===== config.mk =====
export PLATFORM = sky130hd
export DESIGN_NAME = prog_loader
export DESIGN_NICKNAME = d
export VERILOG_FILES = /design/src/rtl/prog_loader.sv
export SDC_FILE = /design/constraint.sdc
export NUM_CORES = 1
export LEC_CHECK = 0
export ABC_AREA = 1
export BUFFER_PORTS_ARGS = -buffer_cell sky130_fd_sc_hd__clkbuf_2
export CORE_UTILIZATION = 55
export DETAILED_ROUTE_END_ITERATION = 16
export GPL_ROUTABILITY_DRIVEN = 1
export HOLD_SLACK_MARGIN = 0.1
export PLACE_DENSITY_LB_ADDON = 0.1
export SYNTH_ARGS = -nofsm -noshare
export SYNTH_HDL_FRONTEND = slang
export SYNTH_SLANG_ARGS = --single-unit
export TNS_END_PERCENT = 20

===== constraint.sdc =====
create_clock -name clk -period 2.7 [get_ports clk]
set_clock_uncertainty 0.2 [all_clocks]
set_input_delay 0.27 -clock clk [delete_from_list [all_inputs] [get_ports clk]]
set_output_delay 0.27 -clock clk [all_outputs]
set_load 0.1 [all_outputs]

===== src/rtl/prog_loader.sv =====
// rtl/prog_loader.sv - byte-stream loader that fills instruction memory while holding the CPU in reset
// Frame: count byte (0 = 256), then per word a HI byte (bit 7 must be 0) and a LO byte.
module prog_loader (
   input  logic        clk,
   input  logic        reset,
   input  logic        start,
   input  logic [7:0]  in_data,
   input  logic        in_valid,
   output logic        in_ready,
   output logic        mem_we,
   output logic [7:0]  mem_addr,
   output logic [14:0] mem_wdata,
   output logic        cpu_reset_n,
   output logic        busy,
   output logic        done,
   output logic        err
);

   typedef enum logic [2:0] {
      S_IDLE, S_COUNT, S_HI, S_LO, S_WRITE, S_DONE
   } state_t;

   state_t     state, state_nx;
   logic [8:0] n_words;
   logic [8:0] word_cnt;
   logic       last_word;

   assign last_word = (word_cnt + 9'd1) == n_words;

   always_ff @(posedge clk or negedge reset) begin
      if (!reset) state <= S_IDLE;
      else        state <= state_nx;
   end

   always_comb begin
      state_nx = state;
      in_ready = 1'b0;
      mem_we   = 1'b0;
      busy     = 1'b1;
      done     = 1'b0;
      case (state)
         S_IDLE: begin
            busy = 1'b0;
            if (start) state_nx = S_COUNT;
         end
         S_COUNT: begin
            in_ready = 1'b1;
            if (in_valid) state_nx = S_HI;
         end
         S_HI: begin
            in_ready = 1'b1;
            if (in_valid) state_nx = in_data[7] ? S_IDLE : S_LO;
         end
         S_LO: begin
            in_ready = 1'b1;
            if (in_valid) state_nx = S_WRITE;
         end
         S_WRITE: begin
            mem_we   = 1'b1;
            state_nx = last_word ? S_DONE : S_HI;
         end
         S_DONE: begin
            done     = 1'b1;
            state_nx = S_IDLE;
         end
         default: state_nx = S_IDLE;
      endcase
   end

   // in_ready is 1 in COUNT/HI/LO, so in_valid alone marks a transfer there.
   always_ff @(posedge clk or negedge reset) begin
      if (!reset) begin
         n_words     <= 9'd0;
         word_cnt    <= 9'd0;
         mem_addr    <= 8'd0;
         mem_wdata   <= 15'd0;
         cpu_reset_n <= 1'b0;
         err         <= 1'b0;
      end else begin
         case (state)
            S_IDLE: begin
               if (start) begin
                  cpu_reset_n <= 1'b0;
                  err         <= 1'b0;
                  mem_addr    <= 8'd0;
                  word_cnt    <= 9'd0;
               end
            end
            S_COUNT: begin
               if (in_valid) n_words <= (in_data == 8'd0) ? 9'd256 : {1'b0, in_data};
            end
            S_HI: begin
               if (in_valid) begin
                  if (in_data[7]) err <= 1'b1;
                  else            mem_wdata[14:8] <= in_data[6:0];
               end
            end
            S_LO: begin
               if (in_valid) mem_wdata[7:0] <= in_data;
            end
            S_WRITE: begin
               word_cnt <= word_cnt + 9'd1;
               if (!last_word) mem_addr <= mem_addr + 8'd1;
            end
            S_DONE: cpu_reset_n <= 1'b1;
            default: ;
         endcase
      end
   end

endmodule


======== Word-level counts from Yosys, hierarchy flattened ========
Cells that the tools add are included.
word-level totals
  bits in registers ....................... 46
cells by class
  add/sub/neg operators ................... 2
  equal/unequal tests ..................... 12
  mux-type cells .......................... 22
  bitwise operators ....................... 1
  reduce and logical (&&, ||, !) cells .... 14
operators by type and width
  cell                                                                    number
  9-bit 2-to-1 mux                                                        2
  9-bit one-hot mux with 2 select lines                                   1
  8-bit 2-to-1 mux                                                        2
  8-bit one-hot mux with 2 select lines                                   1
  3-bit 2-to-1 mux                                                        5
  3-bit one-hot mux with 5 select lines                                   1
  2-bit inequality test (second input constant)                           6
  9-bit by 1-bit adder with 9-bit output (second input constant)          1
  9-bit equality test                                                     1
  8-bit by 1-bit adder with 8-bit output (second input constant)          1
  8-bit logical NOT                                                       1
  2-bit AND reduction                                                     4
  4-bit AND reduction                                                     2
  1-bit 2-to-1 mux                                                        7
  3-bit by 2-bit equality test with 1-bit output (second input constant)  2
  3-bit equality test (second input constant)                             2
  3-bit AND reduction                                                     2
  2-bit nonzero test                                                      3
  1-bit one-hot mux with 2 select lines                                   2
  3-bit by 1-bit equality test with 1-bit output (second input constant)  1
  3-bit logical NOT                                                       1
  3-bit OR reduction                                                      1
  2-bit 2-to-1 mux                                                        1
  1-bit NOT                                                               1

======== Depth between registers and ports, before layout ========
Gate-level depths: netlist of run 1.
  depth in word-level cells ............... 4
  depth in mapped cells ................... 14
  gate-level depth less buffers ........... 14

======== Worst setup path after synthesis of run 1 ========
OpenSTA, ideal clock, no wires.
  path kind ............................... register -> output
  start point ............................. register state[2]
  end point ............................... output done
  arrival time ............................ 2,643 ps
  path slack .............................. -413 ps
  stages on the path, launching flop included .. 4
  cell sequence ........................... dfrtp_1 buf_2 inv_1 nor3_1
between the ends
  longest elaborated chain between the ends .. 2
RTL lines
  what                      RTL line  source
  start: declaration        23        state_t state, state_nx;
  start signal: assignment  32        else state <= state_nx;
  3-bit equality test       41        case (state)
  1-bit 2-to-1 mux          41
  end: declaration          15        output logic done,
Every way passes these cells.

======== Final worst setup path of run 1 ========
  start point ............................. register state[0]
  end point ............................... register n_words[8]
between the ends
  longest elaborated chain between the ends .. 2
RTL lines
  what                                            RTL line  source
  3-bit by 1-bit equality test with 1-bit output  80        case (state)
  2-bit AND reduction (no source line)            --
  end signal: assignment                          90        if (in_valid) n_words <= (in_data == 8'd0) ? 9'd256 : {1'b0, in_data};
  end: declaration                                24        logic [8:0] n_words;
Every way passes these cells.
A chain may end at the register's enable or synchronous reset.

==> summary.txt, run 1 <==
status: complete, no violations
Die Y-Extent: 67.49 µm
total power per unit cell area: 1227 mW/mm²
wire per inst: 12.66 µm
CP max FO: 18
worst setup path class: flip-flop to flip-flop
measured slew at the worst slew-check pin: 547.7 ps
worst min path class: input port to flip-flop
Max Cap Viol: 0
CP arrival: 2360 ps
vias: 2047
crit-path max cell delay: 600 ps
Leak Pwr: 0.001431 µW
sinks on the clock net: 46
fin worst setup slack: 371.0 ps
Hold Fails Final Rpt: 0
setup violators final: 0
Mapped Nets: 312
Post-Synth Adder-Cell Area: 0.01061
DP HPWL: 3626 µm
area of the die: 0.004554 mm²
fmax: 429.4 MHz
Post-Syn Instances: 298
Clock Tree Buf Depth: 2
Final Non-Filler Cells: 398
first-pass GRT wire length: 8404 µm
dpl ws: 566.6 ps
core area: 0.004058 mm²
Seq cells post-synth: 46
vias in the first global route: 1832
Post-CTS Setup Inserts: 0
routed vias/inst: 5.143
Worst-Skew Late Latency: 300 ps
critical path cell sequence: inv_1, nor3_1, nand2_1, o41ai_1, dlygate4sd3_1
DRT Wirelength: 5037 µm
Post-Place Cells: 383
DRC viols: 0
DRT antenna net count: 0
Initial Util: 0.5813
Die Wd: 67.49 µm
Worst Setup End Kind: flip-flop
cts repair resizes: 0
most frequent cells in the layout: 93 x nand2_1, 46 x dfrtp_1, 40 x clkbuf_2, 32 x inv_1, 27 x o21ai_0
VDD IR max: 0.9553 mV
Cell Area, Synth: 0.002359 mm²
Reg clk slew, reported paths: 80 ps
Synth cell types: 31
Period minus WS final: 2329 ps
largest net degree at the start of global routing: 32
Fin Setup TNS: 0 ps
Worst Path Required: 2730 ps
Compound-Gate Fraction of Synth Area: 0.09125
clk root buf: clkbuf_8
Placer Congestion: 0.8701
Slew Limit Fails: 0
IO Port Bufs: 40
XOR/XNOR share of the synthesized area: 0.02599
fraction of layout instances using a drive strength above 1: 0.1954
Slew headroom: 0.6364
H-tree levels: 2
Ys Warns: 0
mux share of post-synthesis cell area: 0
ant diodes: 0
Hold Crit Depth: 2
synthesis-to-layout area growth: 17.72%
IO Pins: 41
simple-gate share of the synthesized area: 0.3156
commonest non-fill, non-tap cell in the layout: nand2_1
slowest CP cell: dlygate4sd3_1
total gr overflow: 0
largest family of logic cells by synthesized area: simple AND/OR/NAND/NOR gates
final net count: 361
CTS tree: yes
Worst R2R Path Depth: 5
unrepaired setup endpoints after global routing: false
FP Rows: 23
Post-Syn Area per Cell: 7.914 µm²
initial antenna violation count: 0
initial DRC count: 190
Startpoint Class: flip-flop
GRT Overall Usage: 0.2480
1st-pass router iterations: 4
Seq/Total Area, Yosys: 0.4881
Inserted Clock Buffers: 5
period utilization: 0.8626
critical path: cells and delay by family (launching register included):
| family | cells | cell delay [ps] |
|---|---|---|
| compound gates | 1 | 360 |
| simple gates | 2 | 540 |
| buf+inv | 2 | 720 |
| flops | 1 | 450 |
power by group:
part           total [µW]  switching (µW)  internal, µW
combinational        1900            1570           329
sequential           1070             169           898
clock                 441             235           206
cell type report:
class	count	area (µm²)
Clock buffer	6	82.58
Timing Repair Buffer	49	285.3
Clock inverter	2	12.51
Tap cell	50	62.56
Inverter	35	131.4
Multi-Input combinational cell	210	1051
Sequential cell	46	1151
Fill cell	324	1281
worst paths after layout:
kind	slack, ps	start	end
setup / recovery	370	state[0]	n_words[8]
hold / removal	110	in_valid	err
setup reg to reg	370	state[0]	n_words[8]
hold reg to reg	290	mem_wdata[8]	mem_wdata[8]
max in group asynchronous	1330	reset	state[2]
min in group asynchronous	230	reset	word_cnt[7]
state kept, by name (all words and copies together), names as in the netlist:
signal and count:
err 1, state 3, mem_addr 8, n_words 9
cpu_reset_n 1, word_cnt 9, mem_wdata 15
cell families (layout without fill, tap and decap cells):
group / Yosys count / in the layout
xor+xnor: 7 / 7
simple gates: 163 / 163
fa+ha+maj: 2 / 2
flops: 46 / 46
buf+inv: 42 / 92
compound gates: 38 / 38
stage by stage:
| step | hold slack [ps] | area, µm² | utilization | total power (µW) |
|---|---|---|---|---|
| 3_3_place_gp | 20.32 | 2611 | 0.6435 | 2942 |
| 6_report | 107.0 | 2776 | 0.6842 | 3405 |
| 4_1_cts | 100.4 | 2776 | 0.6842 | 3413 |
| 3_5_place_dp | 23.22 | 2611 | 0.6435 | 2969 |
| 5_1_grt | 122.3 | 2776 | 0.6842 | 3588 |
| 2_1_floorplan | -225.6 | 2364 | - | 2656 |
synth_stat cells:
cell,number,area [µm²]
inv_2,3,11.26
o21bai_1,1,7.510
nor3_1,5,25.02
nor3b_1,2,15.01
nand3_1,21,105.1
nor2_1,20,75.07
inv_1,32,120.1
a22o_1,1,8.760
nand3b_1,4,30.03
ha_1,2,25.02
nand2_1,93,349.1
buf_2,3,15.01
o21ai_0,27,135.1
nor4_2,1,12.51
xnor2_1,3,26.28
nand2_4,2,22.52
clkbuf_1,4,15.01
xor2_1,4,35.03
or2_2,1,6.260
nor2_4,1,11.26
a21oi_1,1,5.000
o22ai_1,4,25.02
a32o_1,1,10.01
o31ai_1,1,7.510
nor2_2,4,25.02
nand2_2,2,12.51
nand4_1,4,25.02
dfrtp_1,46,1151
nand3_2,3,30.03
o41ai_1,1,8.760
a21o_1,1,7.510
metal layers:
| layer | up-vias | global-route usage | routed length (µm) |
|---|---|---|---|
| met5 | - | 0 | 0 |
| met2 | 42 | 0.3948 | 2322 |
| li1 | 1060 | - | - |
| met1 | 940 | 0.3453 | 2507 |
| met4 | 0 | 0.06649 | 35 |
| met3 | 5 | 0.04561 | 172 |
timing repair:
action	4_1_cts	5_1_grt
endpoints found under the setup margin	0	0
hold endpoints to repair	30	0
hold buffers	7	0
Power figures use the tool's default switching activity.
==> run 2: changes to the inputs <==
- PLACE_DENSITY: not set -> 0.79
- PLACE_DENSITY_LB_ADDON: 0.1 -> not set
- SETUP_SLACK_MARGIN: not set -> 0.02
==> run 2 against run 1 <==
Count of clock-buffer cells in the layout is the same. Sequential cell count is the same. Cell count grew 0.50%. Clock power grew 16%. Critical endpoint unchanged. Largest cell class unchanged.
==> summary.txt, run 2 (synthesized netlist as in run 1, its figures left out) <==
status: complete, no violations
first-pass GRT wire length: 8859 µm
initial DRC count: 139
Period minus WS final: 2245 ps
GRT Overall Usage: 0.2595
CTS tree: yes
Slew headroom: 0.6353
worst min path class: input port to flip-flop
core area: 0.004058 mm²
DRT Wirelength: 5124 µm
total power per unit cell area: 1233 mW/mm²
fraction of layout instances using a drive strength above 1: 0.1943
wire per inst: 12.81 µm
IO Port Bufs: 40
measured slew at the worst slew-check pin: 549.3 ps
worst setup path class: flip-flop to flip-flop
initial antenna violation count: 0
fmax: 445.4 MHz
unrepaired setup endpoints after global routing: false
area of the die: 0.004554 mm²
total net switching power: 1953 µW
CP max FO: 18
FP Rows: 23
VDD IR max: 1.068 mV
Comb power frac: 0.545
routed vias/inst: 5.240
largest net degree at the start of global routing: 24
Max Cap Viol: 0
Reg clk slew, reported paths: 80 ps
Post-Place Cells: 384
most frequent cells in the layout: 93 x nand2_1, 46 x dfrtp_1, 40 x clkbuf_2, 32 x inv_1, 27 x o21ai_0
period utilization: 0.8316
register share of total power: 0.307
vias: 2096
Startpoint Class: flip-flop
final net count: 364
Inserted Clock Buffers: 5
largest register by flop count: mem_wdata
Worst Path Required: 2730 ps
Worst Setup End Kind: flip-flop
synthesis-to-layout area growth: 19.63%
IO Pins: 41
Die Y-Extent: 67.49 µm
DRC viols: 0
largest registers: mem_wdata: 15 flops, n_words: 9 flops, word_cnt: 9 flops
Sw Share: 0.5614
DP HPWL: 3716 µm
Hold Fails Final Rpt: 0
number of flip-flops under the largest register name: 15
Slew Limit Fails: 0
Post-CTS Setup Inserts: 0
CP arrival: 2280 ps
1st-pass router iterations: 4
setup violators final: 0
Leak Pwr: 0.001454 µW
DRT antenna net count: 0
Worst-Skew Late Latency: 290 ps
cts repair resizes: 0
Placer Congestion: 0.8620
Initial Util: 0.5813
ant diodes: 0
vias in the first global route: 1981
Fin Setup TNS: 0 ps
commonest non-fill, non-tap cell in the layout: nand2_1
clk root buf: clkbuf_8
Core Util, Final: 0.6953
Die Wd: 67.49 µm
internal power: 1526 µW
Final Non-Filler Cells: 400
H-tree levels: 2
sinks on the clock net: 46
Clock Tree Buf Depth: 2
total gr overflow: 0
clock power share: 0.147
==> run 2: cell types whose count changed in the layout (fill, tap and decap cells not counted) <==
| cell | change |
|---|---|
| bufinv_16 | +1 |
| clkinv_2 | -1 |
| clkinvlp_4 | -1 |
| buf_4 | +1 |
| dlygate4sd3_1 | +2 |
==> run 2: stage by stage <==
step	area, µm²	setup WS (ps)	power, µW	hold slack (ps)
floorplan	2364	272.4	2656	-225.6
global placement	2619	651.4	2936	-141.4
detailed placement	2619	603.2	2964	-139.7
CTS	2821	460.8	3497	104.8
global route	2821	295.1	3670	120.5
finish	2821	454.7	3480	109.0
==> run 2: final timing paths <==
kind,from,endpoint,slack (ps),depth (start not counted)
hold / removal,in_data[4],n_words[4],110,3
max in group asynchronous,reset,mem_wdata[11],1570,3
hold reg to reg,cpu_reset_n,cpu_reset_n,280,1
setup reg to reg,state[0],n_words[8],450,5
min in group asynchronous,reset,mem_wdata[9],310,3
setup / recovery,state[0],n_words[8],450,5
==> run 2: layout make-up <==
cell class / instances / area (µm²)
Clock buffer: 6 / 82.58
Fill cell: 337 / 1236
Sequential cell: 46 / 1151
Clock inverter: 1 / 30.03
Tap cell: 50 / 62.56
Multi-Input combinational cell: 210 / 1051
Inverter: 35 / 131.4
Timing Repair Buffer: 52 / 312.8
==> run 2: worst max-delay path: stages, from the launching register on <==
cell and delay [ps]:
dfrtp_1 430, inv_1 110, nor3_1 200, nand2_1 330, o41ai_1 320, dlygate4sd3_1 590
==> run 2: what timing repair did <==
item	4_1_cts	5_1_grt
endpoints found under the setup margin	0	0
hold buffers	9	0
endpoints found under the hold margin	58	0
==> run 2: routing by layer <==
metal	track usage	wire, µm	up-vias
li1	-	-	1060
met1	0.3644	2353	980
met2	0.4121	2512	52
met3	0.05236	224	4
met4	0.05851	34	0
met5	0	0	-
==> run 2: power by group through the flow <==
| stage | Sequential [µW] | Combinational (µW) | Clock [µW] |
|---|---|---|---|
| after floorplan | 1940 | 718 | 0 |
| after global placement | 1060 | 1870 | 0 |
| after detailed placement | 1070 | 1890 | 0 |
| after CTS | 1070 | 1910 | 526 |
| after global routing | 1090 | 2020 | 552 |
| final | 1070 | 1900 | 512 |
